`src/rtl/rob_entry_multi_pkg.sv`:
```
// rob_pkg: shared definitions for the reorder-buffer entry slice.
//   - rob_state_t : entry life-cycle state encoding (IDLE/WAIT/END/EXC)
//   - field widths for the physical/logical register pointers and
//     exception code, plus the width of the optional perf counter
//     (compiled in with ROB_ENTRY_PERF_EN)
//   - rob_info_t  : the per-instruction fields cleared on commit
//   - idx_width() : index width for an N-way lowest-index encoder
package rob_pkg;

    typedef enum logic [1:0] {
        ROB_IDLE = 2'd0,
        ROB_WAIT = 2'd1,
        ROB_END  = 2'd2,
        ROB_EXC  = 2'd3
    } rob_state_t;

    localparam int FLAGS_PREG_W = 4;
    localparam int DEST_PREG_W  = 6;
    localparam int DEST_LREG_W  = 5;
    localparam int EXCODE_W     = 4;
    localparam int PERF_CNT_W   = 8;

    // Fields that a commit clears. PC and EX_BRANCH live outside this
    // struct because they survive a commit.
    typedef struct packed {
        logic                    make_flags;
        logic                    writeback;
        logic                    dest_sysreg;
        logic [FLAGS_PREG_W-1:0] flags_preg;
        logic [DEST_PREG_W-1:0]  dest_preg;
        logic [DEST_LREG_W-1:0]  dest_lreg;
    } rob_info_t;

    // A single-entry encoder still needs a 1-bit index port.
    function automatic int idx_width(input int n);
        return (n > 1) ? $clog2(n) : 1;
    endfunction

endpackage

```
`src/rtl/rob_entry_multi_if.sv`:
```
// rob_entry_multi_if: dispatch / exec-end / commit bus of one ROB entry.
//   master : scheduler side, drives registration lanes, exec-end ports,
//            commit and restart; receives the entry's info outputs.
//   slave  : the entry itself (rob_entry_multi).
// With ROB_ENTRY_PERF_EN defined the bus also carries oINFO_EX_CYCLES.
interface rob_entry_multi_if
    import rob_pkg::*;
#(
    parameter int TAG_W        = 6,
    parameter int REGIST_SLOTS = 2,
    parameter int EXEND_PORTS  = 4,
    parameter int PC_W         = 32
);
    logic                                iLOCK;
    logic                                iRESTART_VALID;
    logic [TAG_W-1:0]                    iREGIST_POINTER;
    logic [REGIST_SLOTS-1:0]             iREGIST_VALID;
    logic [REGIST_SLOTS-1:0]             iREGIST_MAKE_FLAGS;
    logic [REGIST_SLOTS-1:0]             iREGIST_WRITEBACK;
    logic [FLAGS_PREG_W*REGIST_SLOTS-1:0] iREGIST_FLAGS_PREG;
    logic [DEST_PREG_W*REGIST_SLOTS-1:0] iREGIST_DEST_PREG;
    logic [DEST_LREG_W*REGIST_SLOTS-1:0] iREGIST_DEST_LREG;
    logic [REGIST_SLOTS-1:0]             iREGIST_DEST_SYSREG;
    logic [REGIST_SLOTS-1:0]             iREGIST_EX_BRANCH;
    logic [PC_W-1:0]                     iREGIST_PC;
    logic                                iCOMMIT_VALID;
    logic [EXEND_PORTS-1:0]              iEXEND_VALID;
    logic [TAG_W*EXEND_PORTS-1:0]        iEXEND_COMMIT_TAG;
    logic [EXEND_PORTS-1:0]              iEXEND_EXCEPTION;
    logic [EXCODE_W*EXEND_PORTS-1:0]     iEXEND_EXCODE;

    logic                                oINFO_VALID;
    logic                                oINFO_MAKE_FLAGS_VALID;
    logic                                oINFO_WRITEBACK_VALID;
    logic                                oINFO_DEST_SYSREG;
    logic                                oINFO_EX_BRANCH;
    logic [PC_W-1:0]                     oINFO_PC;
    logic [FLAGS_PREG_W-1:0]             oINFO_FLAGS_PREG_POINTER;
    logic [DEST_PREG_W-1:0]              oINFO_DEST_PREG_POINTER;
    logic [DEST_LREG_W-1:0]              oINFO_DEST_LREG_POINTER;
    logic                                oINFO_EX_END;
    logic                                oINFO_EXCEPTION;
    logic [EXCODE_W-1:0]                 oINFO_EXCODE;
    logic                                oINFO_FREE;
`ifdef ROB_ENTRY_PERF_EN
    logic [PERF_CNT_W-1:0]               oINFO_EX_CYCLES;
`endif

    modport master (
        output iLOCK, iRESTART_VALID, iREGIST_POINTER, iREGIST_VALID,
               iREGIST_MAKE_FLAGS, iREGIST_WRITEBACK, iREGIST_FLAGS_PREG,
               iREGIST_DEST_PREG, iREGIST_DEST_LREG, iREGIST_DEST_SYSREG,
               iREGIST_EX_BRANCH, iREGIST_PC, iCOMMIT_VALID, iEXEND_VALID,
               iEXEND_COMMIT_TAG, iEXEND_EXCEPTION, iEXEND_EXCODE,
        input  oINFO_VALID, oINFO_MAKE_FLAGS_VALID, oINFO_WRITEBACK_VALID,
               oINFO_DEST_SYSREG, oINFO_EX_BRANCH, oINFO_PC,
               oINFO_FLAGS_PREG_POINTER, oINFO_DEST_PREG_POINTER,
               oINFO_DEST_LREG_POINTER, oINFO_EX_END, oINFO_EXCEPTION,
               oINFO_EXCODE, oINFO_FREE
`ifdef ROB_ENTRY_PERF_EN
        , input oINFO_EX_CYCLES
`endif
    );

    modport slave (
        input  iLOCK, iRESTART_VALID, iREGIST_POINTER, iREGIST_VALID,
               iREGIST_MAKE_FLAGS, iREGIST_WRITEBACK, iREGIST_FLAGS_PREG,
               iREGIST_DEST_PREG, iREGIST_DEST_LREG, iREGIST_DEST_SYSREG,
               iREGIST_EX_BRANCH, iREGIST_PC, iCOMMIT_VALID, iEXEND_VALID,
               iEXEND_COMMIT_TAG, iEXEND_EXCEPTION, iEXEND_EXCODE,
        output oINFO_VALID, oINFO_MAKE_FLAGS_VALID, oINFO_WRITEBACK_VALID,
               oINFO_DEST_SYSREG, oINFO_EX_BRANCH, oINFO_PC,
               oINFO_FLAGS_PREG_POINTER, oINFO_DEST_PREG_POINTER,
               oINFO_DEST_LREG_POINTER, oINFO_EX_END, oINFO_EXCEPTION,
               oINFO_EXCODE, oINFO_FREE
`ifdef ROB_ENTRY_PERF_EN
        , output oINFO_EX_CYCLES
`endif
    );

endinterface

```
`src/rtl/rob_entry_multi_tag_match.sv`:
```
// rob_tag_match: lowest-index tag match encoder.
//   iVALID[N]          per-element valid
//   iTAG[N*TAG_W]      per-element tag, element i at [i*TAG_W +: TAG_W]
//   iMATCH_TAG[TAG_W]  tag to look for
//   oHIT               some valid element carries iMATCH_TAG
//   oINDEX             lowest such element (0 when no hit)
// Purely combinational.
module rob_tag_match
    import rob_pkg::*;
#(
    parameter int N     = 2,
    parameter int TAG_W = 6,
    parameter int IDX_W = idx_width(N)
) (
    input  logic [N-1:0]       iVALID,
    input  logic [N*TAG_W-1:0] iTAG,
    input  logic [TAG_W-1:0]   iMATCH_TAG,
    output logic               oHIT,
    output logic [IDX_W-1:0]   oINDEX
);

    logic [N-1:0] hit_vec;

    generate
        for (genvar gi = 0; gi < N; gi++) begin : g_cmp
            assign hit_vec[gi] = iVALID[gi] && (iTAG[gi*TAG_W +: TAG_W] == iMATCH_TAG);
        end
    endgenerate

    // Scan from the top down so the last assignment is the lowest hit.
    always_comb begin
        oHIT   = 1'b0;
        oINDEX = '0;
        for (int i = N - 1; i >= 0; i--) begin
            if (hit_vec[i]) begin
                oHIT   = 1'b1;
                oINDEX = IDX_W'(i);
            end
        end
    end

endmodule

```
`src/rtl/rob_entry_multi.sv`:
```
// rob_entry_multi: one commit-window slot of the scheduler1 commit stage.
//   iCLOCK, inRESET (asynchronous, active-low)
//   bus (rob_entry_multi_if.slave):
//     registration lanes  -> entry captures the lowest lane whose tag
//                            (pointer + lane) equals ENTRY_ID
//     exec-end ports      -> lowest matching port ends the instruction,
//                            normally (END) or with an exception (EXC)
//     commit / restart    -> release; restart also clears PC/EX_BRANCH
//     oINFO_*             -> registered view of the entry; only
//                            oINFO_FREE is combinational
// Optional: ROB_ENTRY_PERF_EN adds oINFO_EX_CYCLES, a saturating count of
// cycles spent waiting for execution.
module rob_entry_multi
    import rob_pkg::*;
#(
    parameter int ENTRY_ID     = 0,
    parameter int TAG_W        = 6,
    parameter int REGIST_SLOTS = 2,
    parameter int EXEND_PORTS  = 4,
    parameter int PC_W         = 32,
    parameter int PC_STEP      = 4
) (
    input  logic iCLOCK,
    input  logic inRESET,
    rob_entry_multi_if.slave bus
);

    localparam int               LANE_IDX_W = idx_width(REGIST_SLOTS);
    localparam int               PORT_IDX_W = idx_width(EXEND_PORTS);
    localparam logic [TAG_W-1:0] MY_TAG     = TAG_W'(ENTRY_ID);

    // Lane k carries tag pointer+k; the TAG_W-wide add wraps naturally.
    logic [REGIST_SLOTS*TAG_W-1:0] lane_tag;
    generate
        for (genvar gi = 0; gi < REGIST_SLOTS; gi++) begin : g_lane_tag
            assign lane_tag[gi*TAG_W +: TAG_W] = bus.iREGIST_POINTER + TAG_W'(gi);
        end
    endgenerate

    logic                  reg_hit;
    logic [LANE_IDX_W-1:0] reg_idx;
    logic                  ex_hit;
    logic [PORT_IDX_W-1:0] ex_idx;

    rob_tag_match #(
        .N     (REGIST_SLOTS),
        .TAG_W (TAG_W),
        .IDX_W (LANE_IDX_W)
    ) u_reg_match (
        .iVALID     (bus.iREGIST_VALID),
        .iTAG       (lane_tag),
        .iMATCH_TAG (MY_TAG),
        .oHIT       (reg_hit),
        .oINDEX     (reg_idx)
    );

    rob_tag_match #(
        .N     (EXEND_PORTS),
        .TAG_W (TAG_W),
        .IDX_W (PORT_IDX_W)
    ) u_exend_match (
        .iVALID     (bus.iEXEND_VALID),
        .iTAG       (bus.iEXEND_COMMIT_TAG),
        .iMATCH_TAG (MY_TAG),
        .oHIT       (ex_hit),
        .oINDEX     (ex_idx)
    );

    rob_state_t            state_q,  state_d;
    rob_info_t             info_q,   info_d;
    logic [PC_W-1:0]       pc_q,     pc_d;
    logic                  branch_q, branch_d;
    logic [EXCODE_W-1:0]   excode_q, excode_d;
`ifdef ROB_ENTRY_PERF_EN
    logic [PERF_CNT_W-1:0] cycles_q, cycles_d;
`endif

    // Fields of the selected dispatch lane / exec-end port.
    rob_info_t           lane_info;
    logic [EXCODE_W-1:0] port_excode;
    int                  lane_i;
    int                  port_i;

    always_comb begin
        lane_i                 = int'(reg_idx);
        port_i                 = int'(ex_idx);
        lane_info.make_flags   = bus.iREGIST_MAKE_FLAGS[lane_i];
        lane_info.writeback    = bus.iREGIST_WRITEBACK[lane_i];
        lane_info.dest_sysreg  = bus.iREGIST_DEST_SYSREG[lane_i];
        lane_info.flags_preg   = bus.iREGIST_FLAGS_PREG[lane_i*FLAGS_PREG_W +: FLAGS_PREG_W];
        lane_info.dest_preg    = bus.iREGIST_DEST_PREG[lane_i*DEST_PREG_W +: DEST_PREG_W];
        lane_info.dest_lreg    = bus.iREGIST_DEST_LREG[lane_i*DEST_LREG_W +: DEST_LREG_W];
        port_excode            = bus.iEXEND_EXCODE[port_i*EXCODE_W +: EXCODE_W];
    end

    always_comb begin
        state_d  = state_q;
        info_d   = info_q;
        pc_d     = pc_q;
        branch_d = branch_q;
        excode_d = excode_q;
`ifdef ROB_ENTRY_PERF_EN
        cycles_d = cycles_q;
`endif
        if (bus.iRESTART_VALID) begin
            // Flush wins over anything else arriving in the same cycle.
            state_d  = ROB_IDLE;
            info_d   = '0;
            pc_d     = '0;
            branch_d = 1'b0;
            excode_d = '0;
`ifdef ROB_ENTRY_PERF_EN
            cycles_d = '0;
`endif
        end else begin
            case (state_q)
                ROB_IDLE: begin
                    if (!bus.iLOCK && reg_hit) begin
                        state_d  = ROB_WAIT;
                        info_d   = lane_info;
                        pc_d     = bus.iREGIST_PC + PC_W'(PC_STEP) * PC_W'(reg_idx);
                        branch_d = bus.iREGIST_EX_BRANCH[lane_i];
                        excode_d = '0;
`ifdef ROB_ENTRY_PERF_EN
                        cycles_d = '0;
`endif
                    end
                end
                ROB_WAIT: begin
`ifdef ROB_ENTRY_PERF_EN
                    if (cycles_q != {PERF_CNT_W{1'b1}}) begin
                        cycles_d = cycles_q + PERF_CNT_W'(1);
                    end
`endif
                    if (ex_hit) begin
                        if (bus.iEXEND_EXCEPTION[port_i]) begin
                            state_d  = ROB_EXC;
                            excode_d = port_excode;
                        end else begin
                            state_d  = ROB_END;
                        end
                    end
                end
                ROB_END, ROB_EXC: begin
                    // PC and EX_BRANCH stay visible after commit.
                    if (bus.iCOMMIT_VALID) begin
                        state_d  = ROB_IDLE;
                        info_d   = '0;
                        excode_d = '0;
`ifdef ROB_ENTRY_PERF_EN
                        cycles_d = '0;
`endif
                    end
                end
                default: state_d = ROB_IDLE;
            endcase
        end
    end

    always_ff @(posedge iCLOCK or negedge inRESET) begin
        if (!inRESET) begin
            state_q  <= ROB_IDLE;
            info_q   <= '0;
            pc_q     <= '0;
            branch_q <= 1'b0;
            excode_q <= '0;
`ifdef ROB_ENTRY_PERF_EN
            cycles_q <= '0;
`endif
        end else begin
            state_q  <= state_d;
            info_q   <= info_d;
            pc_q     <= pc_d;
            branch_q <= branch_d;
            excode_q <= excode_d;
`ifdef ROB_ENTRY_PERF_EN
            cycles_q <= cycles_d;
`endif
        end
    end

    assign bus.oINFO_VALID              = (state_q != ROB_IDLE);
    assign bus.oINFO_EX_END             = (state_q == ROB_END) || (state_q == ROB_EXC);
    assign bus.oINFO_EXCEPTION          = (state_q == ROB_EXC);
    assign bus.oINFO_MAKE_FLAGS_VALID   = info_q.make_flags;
    assign bus.oINFO_WRITEBACK_VALID    = info_q.writeback;
    assign bus.oINFO_DEST_SYSREG        = info_q.dest_sysreg;
    assign bus.oINFO_FLAGS_PREG_POINTER = info_q.flags_preg;
    assign bus.oINFO_DEST_PREG_POINTER  = info_q.dest_preg;
    assign bus.oINFO_DEST_LREG_POINTER  = info_q.dest_lreg;
    assign bus.oINFO_EX_BRANCH          = branch_q;
    assign bus.oINFO_PC                 = pc_q;
    assign bus.oINFO_EXCODE             = excode_q;
    assign bus.oINFO_FREE               = bus.iRESTART_VALID && (state_q != ROB_IDLE);
`ifdef ROB_ENTRY_PERF_EN
    assign bus.oINFO_EX_CYCLES          = cycles_q;
`endif

endmodule
```
`src/flat_wrapper.sv`:
```
// flat-port wrapper written by rule: the top's interface ports become plain ports
module rob_entry_multi_flat import rob_pkg::*;
#(
    parameter int ENTRY_ID     = 0,
    parameter int TAG_W        = 6,
    parameter int REGIST_SLOTS = 2,
    parameter int EXEND_PORTS  = 4,
    parameter int PC_W         = 32,
    parameter int PC_STEP      = 4
)
  (iCLOCK, inRESET, bus_iLOCK, bus_iRESTART_VALID, bus_iREGIST_POINTER, bus_iREGIST_VALID, bus_iREGIST_MAKE_FLAGS, bus_iREGIST_WRITEBACK, bus_iREGIST_FLAGS_PREG, bus_iREGIST_DEST_PREG, bus_iREGIST_DEST_LREG, bus_iREGIST_DEST_SYSREG, bus_iREGIST_EX_BRANCH, bus_iREGIST_PC, bus_iCOMMIT_VALID, bus_iEXEND_VALID, bus_iEXEND_COMMIT_TAG, bus_iEXEND_EXCEPTION, bus_iEXEND_EXCODE, bus_oINFO_VALID, bus_oINFO_MAKE_FLAGS_VALID, bus_oINFO_WRITEBACK_VALID, bus_oINFO_DEST_SYSREG, bus_oINFO_EX_BRANCH, bus_oINFO_PC, bus_oINFO_FLAGS_PREG_POINTER, bus_oINFO_DEST_PREG_POINTER, bus_oINFO_DEST_LREG_POINTER, bus_oINFO_EX_END, bus_oINFO_EXCEPTION, bus_oINFO_EXCODE, bus_oINFO_FREE);
  rob_entry_multi_if #(.TAG_W(TAG_W), .REGIST_SLOTS(REGIST_SLOTS), .EXEND_PORTS(EXEND_PORTS), .PC_W(PC_W)) bus_i ();
  input  logic iCLOCK;
  input  logic inRESET;
  input wire logic [$bits(bus_i.iLOCK)-1:0] bus_iLOCK;
  input wire logic [$bits(bus_i.iRESTART_VALID)-1:0] bus_iRESTART_VALID;
  input wire logic [$bits(bus_i.iREGIST_POINTER)-1:0] bus_iREGIST_POINTER;
  input wire logic [$bits(bus_i.iREGIST_VALID)-1:0] bus_iREGIST_VALID;
  input wire logic [$bits(bus_i.iREGIST_MAKE_FLAGS)-1:0] bus_iREGIST_MAKE_FLAGS;
  input wire logic [$bits(bus_i.iREGIST_WRITEBACK)-1:0] bus_iREGIST_WRITEBACK;
  input wire logic [$bits(bus_i.iREGIST_FLAGS_PREG)-1:0] bus_iREGIST_FLAGS_PREG;
  input wire logic [$bits(bus_i.iREGIST_DEST_PREG)-1:0] bus_iREGIST_DEST_PREG;
  input wire logic [$bits(bus_i.iREGIST_DEST_LREG)-1:0] bus_iREGIST_DEST_LREG;
  input wire logic [$bits(bus_i.iREGIST_DEST_SYSREG)-1:0] bus_iREGIST_DEST_SYSREG;
  input wire logic [$bits(bus_i.iREGIST_EX_BRANCH)-1:0] bus_iREGIST_EX_BRANCH;
  input wire logic [$bits(bus_i.iREGIST_PC)-1:0] bus_iREGIST_PC;
  input wire logic [$bits(bus_i.iCOMMIT_VALID)-1:0] bus_iCOMMIT_VALID;
  input wire logic [$bits(bus_i.iEXEND_VALID)-1:0] bus_iEXEND_VALID;
  input wire logic [$bits(bus_i.iEXEND_COMMIT_TAG)-1:0] bus_iEXEND_COMMIT_TAG;
  input wire logic [$bits(bus_i.iEXEND_EXCEPTION)-1:0] bus_iEXEND_EXCEPTION;
  input wire logic [$bits(bus_i.iEXEND_EXCODE)-1:0] bus_iEXEND_EXCODE;
  output wire logic [$bits(bus_i.oINFO_VALID)-1:0] bus_oINFO_VALID;
  output wire logic [$bits(bus_i.oINFO_MAKE_FLAGS_VALID)-1:0] bus_oINFO_MAKE_FLAGS_VALID;
  output wire logic [$bits(bus_i.oINFO_WRITEBACK_VALID)-1:0] bus_oINFO_WRITEBACK_VALID;
  output wire logic [$bits(bus_i.oINFO_DEST_SYSREG)-1:0] bus_oINFO_DEST_SYSREG;
  output wire logic [$bits(bus_i.oINFO_EX_BRANCH)-1:0] bus_oINFO_EX_BRANCH;
  output wire logic [$bits(bus_i.oINFO_PC)-1:0] bus_oINFO_PC;
  output wire logic [$bits(bus_i.oINFO_FLAGS_PREG_POINTER)-1:0] bus_oINFO_FLAGS_PREG_POINTER;
  output wire logic [$bits(bus_i.oINFO_DEST_PREG_POINTER)-1:0] bus_oINFO_DEST_PREG_POINTER;
  output wire logic [$bits(bus_i.oINFO_DEST_LREG_POINTER)-1:0] bus_oINFO_DEST_LREG_POINTER;
  output wire logic [$bits(bus_i.oINFO_EX_END)-1:0] bus_oINFO_EX_END;
  output wire logic [$bits(bus_i.oINFO_EXCEPTION)-1:0] bus_oINFO_EXCEPTION;
  output wire logic [$bits(bus_i.oINFO_EXCODE)-1:0] bus_oINFO_EXCODE;
  output wire logic [$bits(bus_i.oINFO_FREE)-1:0] bus_oINFO_FREE;
  assign bus_i.iLOCK = bus_iLOCK;
  assign bus_i.iRESTART_VALID = bus_iRESTART_VALID;
  assign bus_i.iREGIST_POINTER = bus_iREGIST_POINTER;
  assign bus_i.iREGIST_VALID = bus_iREGIST_VALID;
  assign bus_i.iREGIST_MAKE_FLAGS = bus_iREGIST_MAKE_FLAGS;
  assign bus_i.iREGIST_WRITEBACK = bus_iREGIST_WRITEBACK;
  assign bus_i.iREGIST_FLAGS_PREG = bus_iREGIST_FLAGS_PREG;
  assign bus_i.iREGIST_DEST_PREG = bus_iREGIST_DEST_PREG;
  assign bus_i.iREGIST_DEST_LREG = bus_iREGIST_DEST_LREG;
  assign bus_i.iREGIST_DEST_SYSREG = bus_iREGIST_DEST_SYSREG;
  assign bus_i.iREGIST_EX_BRANCH = bus_iREGIST_EX_BRANCH;
  assign bus_i.iREGIST_PC = bus_iREGIST_PC;
  assign bus_i.iCOMMIT_VALID = bus_iCOMMIT_VALID;
  assign bus_i.iEXEND_VALID = bus_iEXEND_VALID;
  assign bus_i.iEXEND_COMMIT_TAG = bus_iEXEND_COMMIT_TAG;
  assign bus_i.iEXEND_EXCEPTION = bus_iEXEND_EXCEPTION;
  assign bus_i.iEXEND_EXCODE = bus_iEXEND_EXCODE;
  assign bus_oINFO_VALID = bus_i.oINFO_VALID;
  assign bus_oINFO_MAKE_FLAGS_VALID = bus_i.oINFO_MAKE_FLAGS_VALID;
  assign bus_oINFO_WRITEBACK_VALID = bus_i.oINFO_WRITEBACK_VALID;
  assign bus_oINFO_DEST_SYSREG = bus_i.oINFO_DEST_SYSREG;
  assign bus_oINFO_EX_BRANCH = bus_i.oINFO_EX_BRANCH;
  assign bus_oINFO_PC = bus_i.oINFO_PC;
  assign bus_oINFO_FLAGS_PREG_POINTER = bus_i.oINFO_FLAGS_PREG_POINTER;
  assign bus_oINFO_DEST_PREG_POINTER = bus_i.oINFO_DEST_PREG_POINTER;
  assign bus_oINFO_DEST_LREG_POINTER = bus_i.oINFO_DEST_LREG_POINTER;
  assign bus_oINFO_EX_END = bus_i.oINFO_EX_END;
  assign bus_oINFO_EXCEPTION = bus_i.oINFO_EXCEPTION;
  assign bus_oINFO_EXCODE = bus_i.oINFO_EXCODE;
  assign bus_oINFO_FREE = bus_i.oINFO_FREE;
  rob_entry_multi #(.ENTRY_ID(ENTRY_ID), .TAG_W(TAG_W), .REGIST_SLOTS(REGIST_SLOTS), .EXEND_PORTS(EXEND_PORTS), .PC_W(PC_W), .PC_STEP(PC_STEP)) u_core (.iCLOCK(iCLOCK), .inRESET(inRESET), .bus(bus_i));
endmodule
```
`config.mk`:
```
export PLATFORM = sky130hd
export DESIGN_NAME = rob_entry_multi_flat
export DESIGN_NICKNAME = d
export VERILOG_FILES = /design/src/rtl/rob_entry_multi_pkg.sv /design/src/rtl/rob_entry_multi_if.sv /design/src/rtl/rob_entry_multi_tag_match.sv /design/src/rtl/rob_entry_multi.sv /design/src/flat_wrapper.sv
export SDC_FILE = /design/constraint.sdc
export NUM_CORES = 1
export LEC_CHECK = 0
export ABC_AREA = 1
export CORE_UTILIZATION = 30
export DETAILED_ROUTE_END_ITERATION = 7
export PLACE_DENSITY_LB_ADDON = 0.1
export SLEW_MARGIN = 10
export SYNTH_ARGS = -nofsm -noshare
export SYNTH_HDL_FRONTEND = slang
export SYNTH_SLANG_ARGS = --single-unit
```
`constraint.sdc`:
```
create_clock -name iCLOCK -period 2.09 [get_ports iCLOCK]
set_input_delay 0.418 -clock iCLOCK [delete_from_list [all_inputs] [get_ports iCLOCK]]
set_output_delay 0.418 -clock iCLOCK [all_outputs]
set_load 0.01 [all_outputs]
```
# Word-level counts from Yosys, hierarchy flattened
# Index checks and enable logic that the tools add are counted.
# word_totals
regBits	57
input_bits	131
out_inout_bits	59
wordCells	96
# classes
n_addsub	2
multipliers	2
order_cmp	2
n_eq_ne	7
n_shift	4
n_mux	43
n_reduce_logical	26
# ops
cell	count
two-way mux 32 bit	3
two-way mux 18 bit	3
zero test 6 bit	6
one-hot mux 18 bit (2 select lines)	1
adder 32 x 3 -> 32 bit	1
variable part select 10 x 32 -> 5 bit	1
variable part select 12 x 32 -> 6 bit	1
two-way mux 1 bit	20
two-way mux 4 bit	5
two-way mux 2 bit	8
variable part select 16 x 5 -> 4 bit	1
one-hot mux 4 bit (3 select lines)	1
!= test 3 x 2 -> 1 bit (second input constant)	3
logical AND 1 bit	8
variable part select 8 x 4 -> 4 bit	1
adder 6 x 1 -> 6 bit (second input constant)	1
one-hot mux 2 bit (3 select lines)	1
AND reduction 3 bit	2
nonzero test 2 bit	3
== test 2 bit (second input constant)	2
multiplier 1 x 3 -> 4 bit (second input constant)	1
AND reduction 4 bit	1
< comparator 2 x 3 -> 1 bit (second input constant)	1
multiplier 1 x 2 -> 3 bit (second input constant)	1
10 further kinds	10

# Longest topological paths before layout
# logic_depth
ltp_word	12
mapped_depth	15
depth_no_buf	14

# Hierarchy
# Synthesis repeated with hierarchy kept, for this count alone.
# hier_totals
cells_unflattened	723
area_unflattened_um2	4296.6
# by_module_without_submodules
mod	instances	cells_each	area_per_inst_um2	seq_area_each_um2
rob_entry_multi	1	530	3499.6	1426.4
rob_tag_match (u_core.u_exend_match)	1	117	478.0	0.0
rob_tag_match (u_core.u_reg_match)	1	76	319.1	0.0

# Least setup slack after synthesis
# OpenSTA, ideal clock, no wires.
# synth_path
path_type	input port to flip-flop
from	input port bus_iREGIST_POINTER[0]
to	register u_core.pc_q[31], in the netlist u_core.bus.oINFO_PC[31]
setup_time_ns	0.128
arrival_ns	1.958
t_required_ns	1.962
slack_ns	0.004
path_stages	13
path_buffers	1
path_cell_list	nand2_1 nor2_2 nand2_2 inv_2 buf_2 ha_1 nand3_1 nor2_4 nand2_2 nor3_4 nand3_1 xor2_1 o21ai_2
# synth_via
elab_chain_len	9
elab_cells_between_ends	15
# synth_rtl
element	line	rtl
from (decl)	flat_wrapper.sv:17	input wire logic [$bits(bus_i.iREGIST_POINTER)-1:0] bus_iREGIST_POINTER;
adder 6 x 1 -> 6 bit	rob_entry_multi.sv:36	assign lane_tag[gi*TAG_W +: TAG_W] = bus.iREGIST_POINTER + TAG_W'(gi);
zero test 6 bit	rob_entry_multi_tag_match.sv:26	assign hit_vec[gi] = iVALID[gi] && (iTAG[gi*TAG_W +: TAG_W] == iMATCH_TAG);
logical AND 1 bit	rob_entry_multi_tag_match.sv:26	
two-way mux 1 bit (2 in series)	rob_entry_multi_tag_match.sv:35	if (hit_vec[i]) begin
adder 32 x 3 -> 32 bit	rob_entry_multi.sv:121	pc_d = bus.iREGIST_PC + PC_W'(PC_STEP) * PC_W'(reg_idx);
two-way mux 32 bit	rob_entry_multi.sv:118	if (!bus.iLOCK && reg_hit) begin
two-way mux 32 bit	rob_entry_multi.sv:116	case (state_q)
two-way mux 32 bit	rob_entry_multi.sv:105	if (bus.iRESTART_VALID) begin
to (signal assigned)	rob_entry_multi.sv:173	pc_q <= pc_d;
to (decl)	rob_entry_multi.sv:71	logic [PC_W-1:0] pc_q, pc_d;
# Several ways; a longest one is shown, not always the timed one. The select of a mux whose other input is x is not followed.
# A chain may end at the register's enable or synchronous reset.

# Worst setup path in the final report
# layout_path
from	register u_core.state_q[1]
to	output port bus_oINFO_VALID
# layout_via
elab_chain_len	1
# layout_rtl
element	line	rtl
from (decl)	rob_entry_multi.sv:69	rob_state_t state_q, state_d;
from (signal assigned)	rob_entry_multi.sv:171	state_q <= state_d;
nonzero test 2 bit	rob_entry_multi.sv:182	assign bus.oINFO_VALID = (state_q != ROB_IDLE);
to (decl)	flat_wrapper.sv:32	output wire logic [$bits(bus_i.oINFO_VALID)-1:0] bus_oINFO_VALID;
# No other way between the ends.

==> impl_metrics.yaml <==
die:
  fp.dieH_um: 114
  pin_count: 190
  start_util: 0.311
  dieWidth_um: 114
  die_area_um2: 13000
  row_count: 40
  core_area_um2: 12200
routing:
  drtIter0Drc: 213
  routed_wl_um: 12900
  vias: 4222
  drt-met1-wl_um: 5830
  dr_wl_met2_um: 5940
  drc_errors: 0
  wl_per_cell_um: 14.1
  first_pass_iters: 4
  top_layer_used: "met4"
  viasPerCell: 4.59
  dr_wl_met3_um: 923
  ant_nets: 0
sta:
  slew_headroom: 0.672
  tightest_slew_ps: 492
  rsz0062_at_grt: "false"
  fmax_mhz: 513
  post-route-period-util: 0.932
  setup_viol: 0
  hold_viol_final: 0
  min_period_ps: 1950
  skew_ps: 6.44
  final_max_slew_viol_count: 0
pwr:
  combPwrFrac: 0.343
  seqPwrFrac: 0.320
  leakagePower_nw: 3.07
  pwr-share-clk: 0.337
  p_sw_w: 0.00133
  switching_share: 0.305
  p_int_w: 0.00303
  powerDensity_nw_per_um2: 658
  ir_drop_v: 0.000340
yosys:
  ys_async_sr_fraction: 1.00
  ys_types: 40
  syn_area_um2: 3780
  synth_edf_count: 0
  syn_nets: 639
  ys.flop_type: "dfrtp_1"
  ys_ff_latch: 57
  avgSynthCellArea_um2: 7.47
  netlist_instances: 506
  synth-seq-area-share: 0.377
  ys_warn_count: 0
clock_network:
  cts_made_buffers: 9
  cts_tree: "done"
  htree_num_levels: 3
  clock_sinks: 57
  clock_path_buffers: 2
  clkLatencyLatePin_ps: 330
  cts_root_buf: "clkbuf_16"
  cts.clk_slew.worst_paths_ps: 50
setup_path:
  crit_path_max_fanout: 5
  critPathLaunchType: "flip-flop"
  critPathRequiredTime_ps: 1670
  path_cells: "nor2_4 -> inv_1 -> clkdlybuf4s50_1"
  reg2reg_slack_ps: 710
  r2r_start: "u_core.state_q[1]"
  arrival_ps: 1530
  worstReg2RegEnd: "u_core.bus.oINFO_PC[2]"
  worstSetupPathType: "flip-flop to output port"
  r2r_cells: 6
  cpPeakStageDelay_ps: 490
  cp_slowest_cell: "clkdlybuf4s50_1"
  setup.worst_path.end_class: "output port"
global_routing:
  grt_pass1_vias: 4226
  overflow: 0
  grt_max_degree: 37
  antenna_found_initial: 0
  grt.total_usage: 0.209
  grt_pass1_wl_um: 20900
final_layout:
  fillers: 1179
  finish.net_count: 879
  finalNonFillerCells: 919
  antennaDiodeCount: 0
  area_growth_pct: 75.3
  drive_gt1_frac: 0.178
  seqCellArea_um2: 1430
  fin_area_um2: 6620
  multiInputGateArea_um2: 2120
placed_design:
  dp.cells: 900
  port_buffers: 189
  placed_cell_area_um2: 6220
  routabilityCongestion: 0.902
  dp_hpwl_um: 10600
run:
  max_cap_viol_count: 0
hold_path:
  hp-class: "primary input to async pin"
run_status:
  status: "finished, final reports clean"
Yosys cell counts (4+ instances only):
| cell type | n | share of area |
|---|---|---|
| nor2_4 | 4 | 0.012 |
| nand4_1 | 13 | 0.022 |
| nor3_4 | 4 | 0.017 |
| nor2_2 | 6 | 0.0099 |
| inv_2 | 9 | 0.0089 |
| nand3b_1 | 5 | 0.0099 |
| xnor2_1 | 5 | 0.012 |
| o21ai_0 | 30 | 0.040 |
| o31ai_2 | 13 | 0.043 |
| o31ai_1 | 8 | 0.016 |
| buf_2 | 6 | 0.0079 |
| xor2_1 | 6 | 0.014 |
| nor3_1 | 7 | 0.0093 |
| o21ai_1 | 11 | 0.015 |
| dfrtp_1 | 57 | 0.38 |
| nor2_1 | 57 | 0.057 |
| nand2_1 | 139 | 0.14 |
| inv_1 | 42 | 0.042 |
| nand2_2 | 11 | 0.018 |
| clkbuf_1 | 4 | 0.0040 |
| nand3_1 | 39 | 0.052 |
critical path: cells and delay by family, from the launching register on:
| family | cells | cell delay [ps] |
|---|---|---|
| buffers and inverters | 2 | 550 |
| AND/OR/NAND/NOR | 1 | 200 |
| flip-flops | 1 | 450 |
worst max path at each step:
stage                                       from                 endpoint  slack [ps]
after detailed placement  bus_iREGIST_POINTER[0]  u_core.bus.oINFO_PC[31]        -370
after CTS                      u_core.state_q[1]           bus_oINFO_FREE           4
after global routing           u_core.state_q[1]          bus_oINFO_VALID          70
after floorplan           bus_iREGIST_POINTER[0]  u_core.bus.oINFO_PC[31]           4
final                          u_core.state_q[1]          bus_oINFO_VALID         140
after global placement    bus_iREGIST_POINTER[0]  u_core.bus.oINFO_PC[31]        -290
layer usage:
metal,vias to the layer above,track usage
li1,2154,-
met1,1894,0.266
met2,158,0.345
met3,16,0.0455
met4,0,0.0840
met5,-,0
power groups by stage:
| stage | sequential [W] | clock, W | combinational, W |
|---|---|---|---|
| 6_report | 0.00140 | 0.00147 | 0.00149 |
| 5_1_grt | 0.00142 | 0.00156 | 0.00164 |
| 4_1_cts | 0.00139 | 0.00151 | 0.00151 |
| 3_5_place_dp | 0.00140 | 0 | 0.00151 |
| 3_3_place_gp | 0.00139 | 0 | 0.00150 |
| 2_1_floorplan | 0.00147 | 0 | 0.000594 |
metrics by stage:
step	worst slack, ps	total power (W)	TNS, ps	util	hold WS, ps
2_1_floorplan	4.08	0.00207	0	-	122
3_3_place_gp	-294	0.00289	-8040	0.512	415
3_5_place_dp	-373	0.00291	-10640	0.512	419
4_1_cts	3.53	0.00441	0	0.537	56.1
5_1_grt	74.4	0.00462	0	0.545	88.6
6_report	141	0.00436	0	0.545	46.9
cell families after synthesis:
kind of cell | count (synthesis) | share of synthesized area
adders and majority gates | 2 | 0.00662
AOI/OAI and AO/OA | 72 | 0.133
muxes | 1 | 0.00265
DFF | 57 | 0.377
xor gates and xnor gates | 11 | 0.0255
buffers and inverters | 66 | 0.0755
and+or+nand+nor | 297 | 0.379
layout make-up:
class | count | share of cell area
flip-flops and latches | 57 | 0.216
well taps | 168 | 0.0317
inverters | 51 | 0.0293
clock inverters | 5 | 0.00831
clock buffers | 11 | 0.0366
repair buffers | 244 | 0.358
multi-input cells | 383 | 0.321
state kept, by name (all words and copies together), names as in the netlist:
register                             count
u_core.bus.oINFO_DEST_PREG_POINTER       6
u_core.state_q                           2
u_core.bus.oINFO_WRITEBACK_VALID         1
u_core.bus.oINFO_MAKE_FLAGS_VALID        1
u_core.bus.oINFO_EX_BRANCH               1
u_core.bus.oINFO_FLAGS_PREG_POINTER      4
u_core.bus.oINFO_DEST_LREG_POINTER       5
u_core.bus.oINFO_DEST_SYSREG             1
u_core.bus.oINFO_EXCODE                  4
u_core.bus.oINFO_PC                     32
timing repair:
item	CTS	global route
hold buffers	0	0
buffers inserted	0	3
pin swaps	3	13
endpoints found under the setup margin	2	27
gates resized for setup	2	19
cloned	0	0
layout by cell type (no fill, tap or decap), types with 4 or more instances in the layout:
cell type and n:
clkdlybuf4s50_1 180, nand2_1 137, nor2_1 57, dfrtp_1 56, buf_4 51, inv_1 42
nand3_1 38, o21ai_0 30, nand4_1 13, o31ai_2 13, nand2_2 11, o21ai_1 11
clkbuf_16 9, inv_2 8, o31ai_1 8, dlymetal6s2s_1 8, nor3_1 7, xor2_1 6
nor2_2 5, nor2_4 5, nand3b_1 5, xnor2_1 5, nor3_4 4, buf_12 4
(Power assumes the default switching activity.)
